`src/rtl/if_pkg.sv`:
```
// Shared types and constants for the instruction-fetch stage.
//   fetch_state_t : fetch controller states (IDLE, FETCH, BUF, DROP)
//   fetch_word_t  : {pc, pc+4, instruction} bundle carried into IF/ID
//   NOP, RESET_PC_DEFAULT, PC_INCR : fixed constants
package if_pkg;

  typedef enum logic [1:0] {
    ST_IDLE,
    ST_FETCH,
    ST_BUF,
    ST_DROP
  } fetch_state_t;

  typedef struct packed {
    logic [31:0] pc;
    logic [31:0] pc4;
    logic [31:0] instr;
  } fetch_word_t;

  localparam logic [31:0] NOP              = 32'h0000_0000;
  localparam logic [31:0] RESET_PC_DEFAULT = 32'h0000_0000;
  localparam logic [31:0] PC_INCR          = 32'd4;

endpackage

```
`src/rtl/if_fetch_stage_if.sv`:
```
// Instruction-memory request bus between the fetch stage and memory.
//   o_imem_req   : fetch request, held until i_imem_ready
//   o_imem_addr  : word-aligned fetch address
//   i_imem_ready : completes the request; i_imem_rdata valid this cycle
//   i_imem_rdata : instruction word
// Modports: master (fetch stage), slave (instruction memory).
interface if_fetch_stage_if;

  logic        o_imem_req;
  logic [31:0] o_imem_addr;
  logic        i_imem_ready;
  logic [31:0] i_imem_rdata;

  modport master (
    output o_imem_req,
    output o_imem_addr,
    input  i_imem_ready,
    input  i_imem_rdata
  );

  modport slave (
    input  o_imem_req,
    input  o_imem_addr,
    output i_imem_ready,
    output i_imem_rdata
  );

endinterface

```
`src/rtl/if_fetch_stage_pc_incr.sv`:
```
// pc_incr: combinational sequential-PC adder (pc + 4, modulo 2^32).
//   pc       : current program counter
//   pc_plus4 : pc + 4, wraps silently past 32'hFFFF_FFFC
module pc_incr
  import if_pkg::*;
(
  input  logic [31:0] pc,
  output logic [31:0] pc_plus4
);

  assign pc_plus4 = pc + PC_INCR;

endmodule

```
`src/rtl/if_fetch_stage.sv`:
```
// if_fetch_stage: instruction-fetch stage. Owns the PC, issues instruction
// memory requests, loads the IF/ID register, parks one word during a stall
// and handles branch/jump redirects against multi-cycle memory latency.
//   i_clk, i_rst_n  : clock, synchronous active-low reset
//   imem            : instruction-memory bus (master side)
//   i_stall         : hold IF/ID
//   i_redirect      : taken branch/jump, target on i_redirect_pc
//   o_pc_plus4      : current PC + 4 (feeds branch-target adder)
//   o_ifid_*        : IF/ID pipeline register
// Build option: IF_DELAY_SLOT_EN defined -> MIPS branch delay slot (the word
// completing/buffered/in flight at a redirect is kept). Undefined -> that
// word is flushed.
module if_fetch_stage
  import if_pkg::*;
#(
  parameter logic [31:0] RESET_PC = RESET_PC_DEFAULT
) (
  input  logic               i_clk,
  input  logic               i_rst_n,
  if_fetch_stage_if.master   imem,
  input  logic               i_stall,
  input  logic               i_redirect,
  input  logic [31:0]        i_redirect_pc,
  output logic [31:0]        o_pc_plus4,
  output logic               o_ifid_valid,
  output logic [31:0]        o_ifid_pc,
  output logic [31:0]        o_ifid_pc4,
  output logic [31:0]        o_ifid_instr
);

  fetch_state_t state;
  logic [31:0]  pc;
  logic [31:0]  pc_plus4;
  logic [31:0]  target;
  logic         req_q;
  fetch_word_t  wbuf;
  fetch_word_t  ifid;
  fetch_word_t  word_in;
  logic         ifid_valid;
`ifdef IF_DELAY_SLOT_EN
  logic         pend;
`endif

  pc_incr u_pc_incr (
    .pc       (pc),
    .pc_plus4 (pc_plus4)
  );

  assign word_in          = '{pc: pc, pc4: pc_plus4, instr: imem.i_imem_rdata};
  assign imem.o_imem_req  = req_q;
  assign imem.o_imem_addr = pc;
  assign o_pc_plus4       = pc_plus4;
  assign o_ifid_valid     = ifid_valid;
  assign o_ifid_pc        = ifid.pc;
  assign o_ifid_pc4       = ifid.pc4;
  assign o_ifid_instr     = ifid.instr;

  always_ff @(posedge i_clk) begin
    if (!i_rst_n) begin
      state      <= ST_IDLE;
      pc         <= RESET_PC;
      req_q      <= 1'b0;
      target     <= '0;
      wbuf       <= '{pc: '0, pc4: '0, instr: NOP};
      ifid       <= '{pc: '0, pc4: '0, instr: NOP};
      ifid_valid <= 1'b0;
`ifdef IF_DELAY_SLOT_EN
      pend       <= 1'b0;
`endif
    end else begin
      // IF/ID becomes a bubble unless a word is delivered below; a stall
      // freezes it completely (data and valid).
      if (!i_stall) begin
        ifid_valid <= 1'b0;
      end

      unique case (state)
        ST_IDLE: begin
          state <= ST_FETCH;
          req_q <= 1'b1;
          if (i_redirect) begin
            pc <= i_redirect_pc;
          end
        end

`ifdef IF_DELAY_SLOT_EN
        // Delay slot: the word in flight is always delivered; a redirect
        // only chooses what pc becomes once that word completes.
        ST_FETCH: begin
          if (imem.i_imem_ready) begin
            if (i_stall) begin
              wbuf  <= word_in;
              state <= ST_BUF;
              req_q <= 1'b0;
            end else begin
              ifid       <= word_in;
              ifid_valid <= 1'b1;
            end
            pc   <= i_redirect ? i_redirect_pc : (pend ? target : pc_plus4);
            pend <= 1'b0;
          end else if (i_redirect) begin
            target <= i_redirect_pc;
            pend   <= 1'b1;
          end
        end

        ST_BUF: begin
          if (!i_stall) begin
            ifid       <= wbuf;
            ifid_valid <= 1'b1;
            state      <= ST_FETCH;
            req_q      <= 1'b1;
          end
          // pc already points past the buffered word, so retargeting here
          // leaves the buffered delay-slot word intact.
          if (i_redirect) begin
            pc <= i_redirect_pc;
          end
        end
`else
        ST_FETCH: begin
          if (i_redirect) begin
            if (imem.i_imem_ready) begin
              pc <= i_redirect_pc;
            end else begin
              // Keep the old address on the bus until memory answers.
              target <= i_redirect_pc;
              state  <= ST_DROP;
            end
          end else if (imem.i_imem_ready) begin
            pc <= pc_plus4;
            if (i_stall) begin
              wbuf  <= word_in;
              state <= ST_BUF;
              req_q <= 1'b0;
            end else begin
              ifid       <= word_in;
              ifid_valid <= 1'b1;
            end
          end
        end

        ST_BUF: begin
          if (i_redirect) begin
            pc    <= i_redirect_pc;
            state <= ST_FETCH;
            req_q <= 1'b1;
          end else if (!i_stall) begin
            ifid       <= wbuf;
            ifid_valid <= 1'b1;
            state      <= ST_FETCH;
            req_q      <= 1'b1;
          end
        end
`endif

        ST_DROP: begin
          if (imem.i_imem_ready) begin
            pc    <= i_redirect ? i_redirect_pc : target;
            state <= ST_FETCH;
          end else if (i_redirect) begin
            target <= i_redirect_pc;
          end
        end

        default: begin
          state <= ST_IDLE;
          req_q <= 1'b0;
        end
      endcase
    end
  end

endmodule

```
`src/flat_wrapper.sv`:
```
// flat-port wrapper written by rule: the top's interface ports become plain ports
module if_fetch_stage_flat import if_pkg::*;
#(
  parameter logic [31:0] RESET_PC = RESET_PC_DEFAULT
)
  (i_clk, i_rst_n, i_stall, i_redirect, i_redirect_pc, o_pc_plus4, o_ifid_valid, o_ifid_pc, o_ifid_pc4, o_ifid_instr, imem_o_imem_req, imem_o_imem_addr, imem_i_imem_ready, imem_i_imem_rdata);
  if_fetch_stage_if imem_i ();
  input  logic i_clk;
  input  logic i_rst_n;
  input  logic i_stall;
  input  logic i_redirect;
  input  logic [31:0] i_redirect_pc;
  output logic [31:0] o_pc_plus4;
  output logic o_ifid_valid;
  output logic [31:0] o_ifid_pc;
  output logic [31:0] o_ifid_pc4;
  output logic [31:0] o_ifid_instr;
  output wire logic [$bits(imem_i.o_imem_req)-1:0] imem_o_imem_req;
  output wire logic [$bits(imem_i.o_imem_addr)-1:0] imem_o_imem_addr;
  input wire logic [$bits(imem_i.i_imem_ready)-1:0] imem_i_imem_ready;
  input wire logic [$bits(imem_i.i_imem_rdata)-1:0] imem_i_imem_rdata;
  assign imem_o_imem_req = imem_i.o_imem_req;
  assign imem_o_imem_addr = imem_i.o_imem_addr;
  assign imem_i.i_imem_ready = imem_i_imem_ready;
  assign imem_i.i_imem_rdata = imem_i_imem_rdata;
  if_fetch_stage #(.RESET_PC(RESET_PC)) u_core (.i_clk(i_clk), .i_rst_n(i_rst_n), .imem(imem_i), .i_stall(i_stall), .i_redirect(i_redirect), .i_redirect_pc(i_redirect_pc), .o_pc_plus4(o_pc_plus4), .o_ifid_valid(o_ifid_valid), .o_ifid_pc(o_ifid_pc), .o_ifid_pc4(o_ifid_pc4), .o_ifid_instr(o_ifid_instr));
endmodule
```
`config.mk`:
```
export PLATFORM = sky130hd
export DESIGN_NAME = if_fetch_stage_flat
export DESIGN_NICKNAME = d
export VERILOG_FILES = /design/src/rtl/if_pkg.sv /design/src/rtl/if_fetch_stage_if.sv /design/src/rtl/if_fetch_stage_pc_incr.sv /design/src/rtl/if_fetch_stage.sv /design/src/flat_wrapper.sv
export SDC_FILE = /design/constraint.sdc
export NUM_CORES = 1
export LEC_CHECK = 0
export BUFFER_PORTS_ARGS = -buffer_cell sky130_fd_sc_hd__buf_2
export CAP_MARGIN = 20
export CORE_ASPECT_RATIO = 1.4
export CORE_MARGIN = 2
export CORE_UTILIZATION = 50
export CTS_CLUSTER_DIAMETER = 100
export DETAILED_ROUTE_END_ITERATION = 8
export GPL_ROUTABILITY_DRIVEN = 1
export GPL_TIMING_DRIVEN = 0
export PLACE_DENSITY = 0.84
export SYNTH_ARGS = -nofsm -noshare
export SYNTH_HDL_FRONTEND = slang
export SYNTH_HIERARCHICAL = 1
export SYNTH_SLANG_ARGS = --single-unit
```
`constraint.sdc`:
```
create_clock -name i_clk -period 2.2 [get_ports i_clk]
set_input_delay 0 -clock i_clk [delete_from_list [all_inputs] [get_ports i_clk]]
set_output_delay 0 -clock i_clk [all_outputs]
set_load 0.01 [all_outputs]
```
==> results.md <==
* Outcome: complete, but fails checks
* Failing checks: negative setup slack
* End of the worst register-to-register path: u_core/imem.o_imem_addr[31]
* R2R setup slack at -0.07 ns
* Max FO, Critical Path at 8
* Vias in the first global route at 11700
* Final Net Count at 1816
* Top-area cell type share of the netlist area at 41.6%
* Slowest-stage cell, CP: dfxtp_1
* Final Hold Viols at 0
* Tcrit/Tclk final at 105%
* Hold Startpoint: i_rst_n
* Maxcap violations at 0
* Gp weighted congestion at 0.877
* Critical Path RT at 2.20 ns
* Total congestion overflow at 0
* PnR worst setup slack at -0.110 ns
* Leak Pwr at 7.79 nW
* Hold EP: u_core/wbuf[23]
* Worst slew pin tran at 1.06 ns
* Final instance area at 16500 µm²
* Final min period at 2.31 ns
* CP Launch Type: flip-flop
* Global-route usage over all layers at 28.7%
* Top post-synthesis cells by area: dfxtp_1 (42%), nand2_1 (12%), mux2i_1 (10%)
* Residual DRC at 0
* Hold depth at 3
* Total number of H-tree levels at 1
* Skew final at 0.00949 ns
* Final Total Pwr at 16.5 mW
* Pre-antenna DRT Iters at 5
* Die Wd at 138 µm
* Crit path cell chain: nand3_1 > nor2_4 > nand4_1 > xnor2_4 > buf_2
* Post-synth top cells: nand2_1 (397), dfxtp_1 (260), mux2i_1 (129)
* Core Region at 24700 µm²
* Distinct cell type count after synthesis at 49
* Chip height at 191 µm
* TritonCTS buffer count at 26
* 1st-iter DRT viols at 933
* I/O pin count at 231
* Most frequent cell after synthesis: nand2_1
* First-pass GRT wire length at 59.8 mm
* Max Root-Sink Buffers at 3
* Site Rows at 68
* Slew Viols, Final at 0
* Share of cells above drive strength 1 at 27.7%
* Ys async rst share at 0%
* Post-Synthesis Cell Area at 12500 µm²
* Mean Syn Cell Area at 9.14 µm²
* CTS tree: built
* DP Area at 14100 µm²
* RSZ-0062 raised after global routing: yes
* Clk sinks at 260
* Fillers at 1815
* Peak Freq at 0.433 GHz
* CP Capture Type: output port
* Drt wl/cell at 19.4 µm
* Die ar. at 26300 µm²
* Port Buf Inserts at 228
* Clock transition at path regs at 0.06 ns
* Worst slew margin at 29.0%
* Reg2Reg Depth at 8
* Initial antenna violation count at 2
* Post-synth top area cell: dfxtp_1
* Layout area overhead at 31.6%
* Initial core utilization at 50.7%
* Syn Inst Count at 1369
* Setup-failing EPs final at 21
* Vias at 12100
* Post-Synthesis Net Count at 1445
* R2R Path Start: u_core/imem.o_imem_addr[23]
* EDFF count, synth at 0
* Post-route antenna net violation count at 0
* Clock latency on the worst-skew pair at 0.54 ns
* Worst IR drop on VDD at 0.000790 V
* Sequential area share after synthesis at 41.6%
* Vias per std cell at 5.86
* Prevailing post-synth register cell: dfxtp_1
* Clk root buf: clkbuf_16
* CP Class: flip-flop to output port
* Crit path DAT at 2.31 ns
* Worst hold path class: primary input to flip-flop
* Yosys warns at 6
* Largest net degree at the start of global routing at 15
* Wirelength, routed at 40.3 mm
* Yosys reg bits at 260
* Dpl hpwl at 26.8 mm
* Power Dens Cells at 1000 nW/µm²
* Critical path's largest stage delay at 0.60 ns
[report_power, final]
part | total, mW | internal (mW) | switching (mW) | leakage (nW)
sequential | 6.14 | 5.47 | 0.662 | 2.13
clock | 4.60 | 2.71 | 1.89 | 0.429
combinational | 5.81 | 2.54 | 3.27 | 5.23
[registers in the layout, summed over array words and instances (netlist names)]
name / flops
u_core/wbuf: 96
u_core/imem.o_imem_addr: 32
u_core/o_ifid_instr: 32
u_core/o_ifid_pc4: 32
u_core/o_ifid_pc: 32
u_core/target: 32
u_core/state: 2
u_core/imem.o_imem_req: 1
u_core/o_ifid_valid: 1
[worst max path at each step]
| stage | startpoint | endpoint |
|---|---|---|
| 4_1_cts | u_core/imem.o_imem_addr[17] | o_pc_plus4[31] |
| 2_1_floorplan | u_core/imem.o_imem_addr[9] | u_core/imem.o_imem_addr[31] |
| 3_5_place_dp | u_core/imem.o_imem_addr[6] | u_core/imem.o_imem_addr[31] |
| 5_1_grt | u_core/imem.o_imem_addr[23] | o_pc_plus4[31] |
| 3_3_place_gp | u_core/imem.o_imem_addr[10] | u_core/imem.o_imem_addr[31] |
| 6_report | u_core/imem.o_imem_addr[23] | o_pc_plus4[31] |
[worst max-delay path, delay by kind of cell, from the launching register on]
kind / cells / cell delay, ns
simple gates: 3 / 0.73
buf+inv: 1 / 0.18
flops: 1 / 0.60
xor+xnor: 1 / 0.27
[cell type report]
cell class                      instances  area [µm²]  area share, %
Clock inverter                          8         129          0.783
Antenna cell                            1        2.50         0.0152
Sequential cell                       260        5270           32.0
Clock buffer                           36         748           4.54
Multi-Input combinational cell        980        7010           42.6
Tap cell                              315         394           2.39
Inverter                                8        30.0          0.182
Timing Repair Buffer                  343        2220           13.5
Buffer                                121         663           4.03
[cells in the final DEF (no fill, tap or decap), types with 8 or more instances in the layout]
master	n
clkbuf_1	53
clkbuf_2	14
o211a_1	96
buf_4	53
buf_6	16
a221oi_1	33
dfxtp_4	16
a21boi_1	60
dfxtp_1	238
buf_2	253
nand2_1	397
clkbuf_4	8
a21boi_0	98
clkbuf_16	26
inv_1	8
mux2_2	33
xnor2_2	12
mux2i_1	129
a211o_1	33
dlygate4sd3_1	69
[metrics by stage]
| step | setup TNS [ns] | hold slack (ns) | util, % | std cells | worst slack [ns] |
|---|---|---|---|---|---|
| finish | -0.961 | 0.202 | 66.7 | 2072 | -0.110 |
| global route | -2.44 | 0.265 | 66.7 | 2072 | -0.162 |
| CTS | -0.194 | 0.209 | 65.4 | 2051 | -0.105 |
| detailed placement | -29.69 | 0.272 | 57.3 | 1912 | -0.550 |
| global placement | -22.10 | 0.261 | 57.3 | 1912 | -0.458 |
| floorplan | 0 | 0.145 | - | 1369 | 0.0191 |
[layer usage]
metal | routed length, µm | track usage (%)
met5 | 13 | 0
met4 | 2400 | 15.3
met3 | 3060 | 4.83
met2 | 19900 | 50.7
met1 | 14900 | 32.7
[kinds of logic after synthesis]
family | count (synthesis) | share of synthesized area [%]
adders and majority gates | 7 | 0.700
xor gates and xnor gates | 28 | 1.96
and+or+nand+nor | 447 | 14.7
muxes | 162 | 13.3
buffers and inverters | 129 | 5.03
DFF | 260 | 41.6
AOI/OAI and AO/OA | 336 | 22.8
[timing repair]
item / CTS / global route
setup endpoints to repair: 222 / 221
setup buffers: 26 / 20
hold endpoints to repair: 131 / 0
pin swaps: 11 / 30
resized for setup: 69 / 50
hold buffers: 69 / 0
Note: power is estimated with default switching activity, not from simulation.
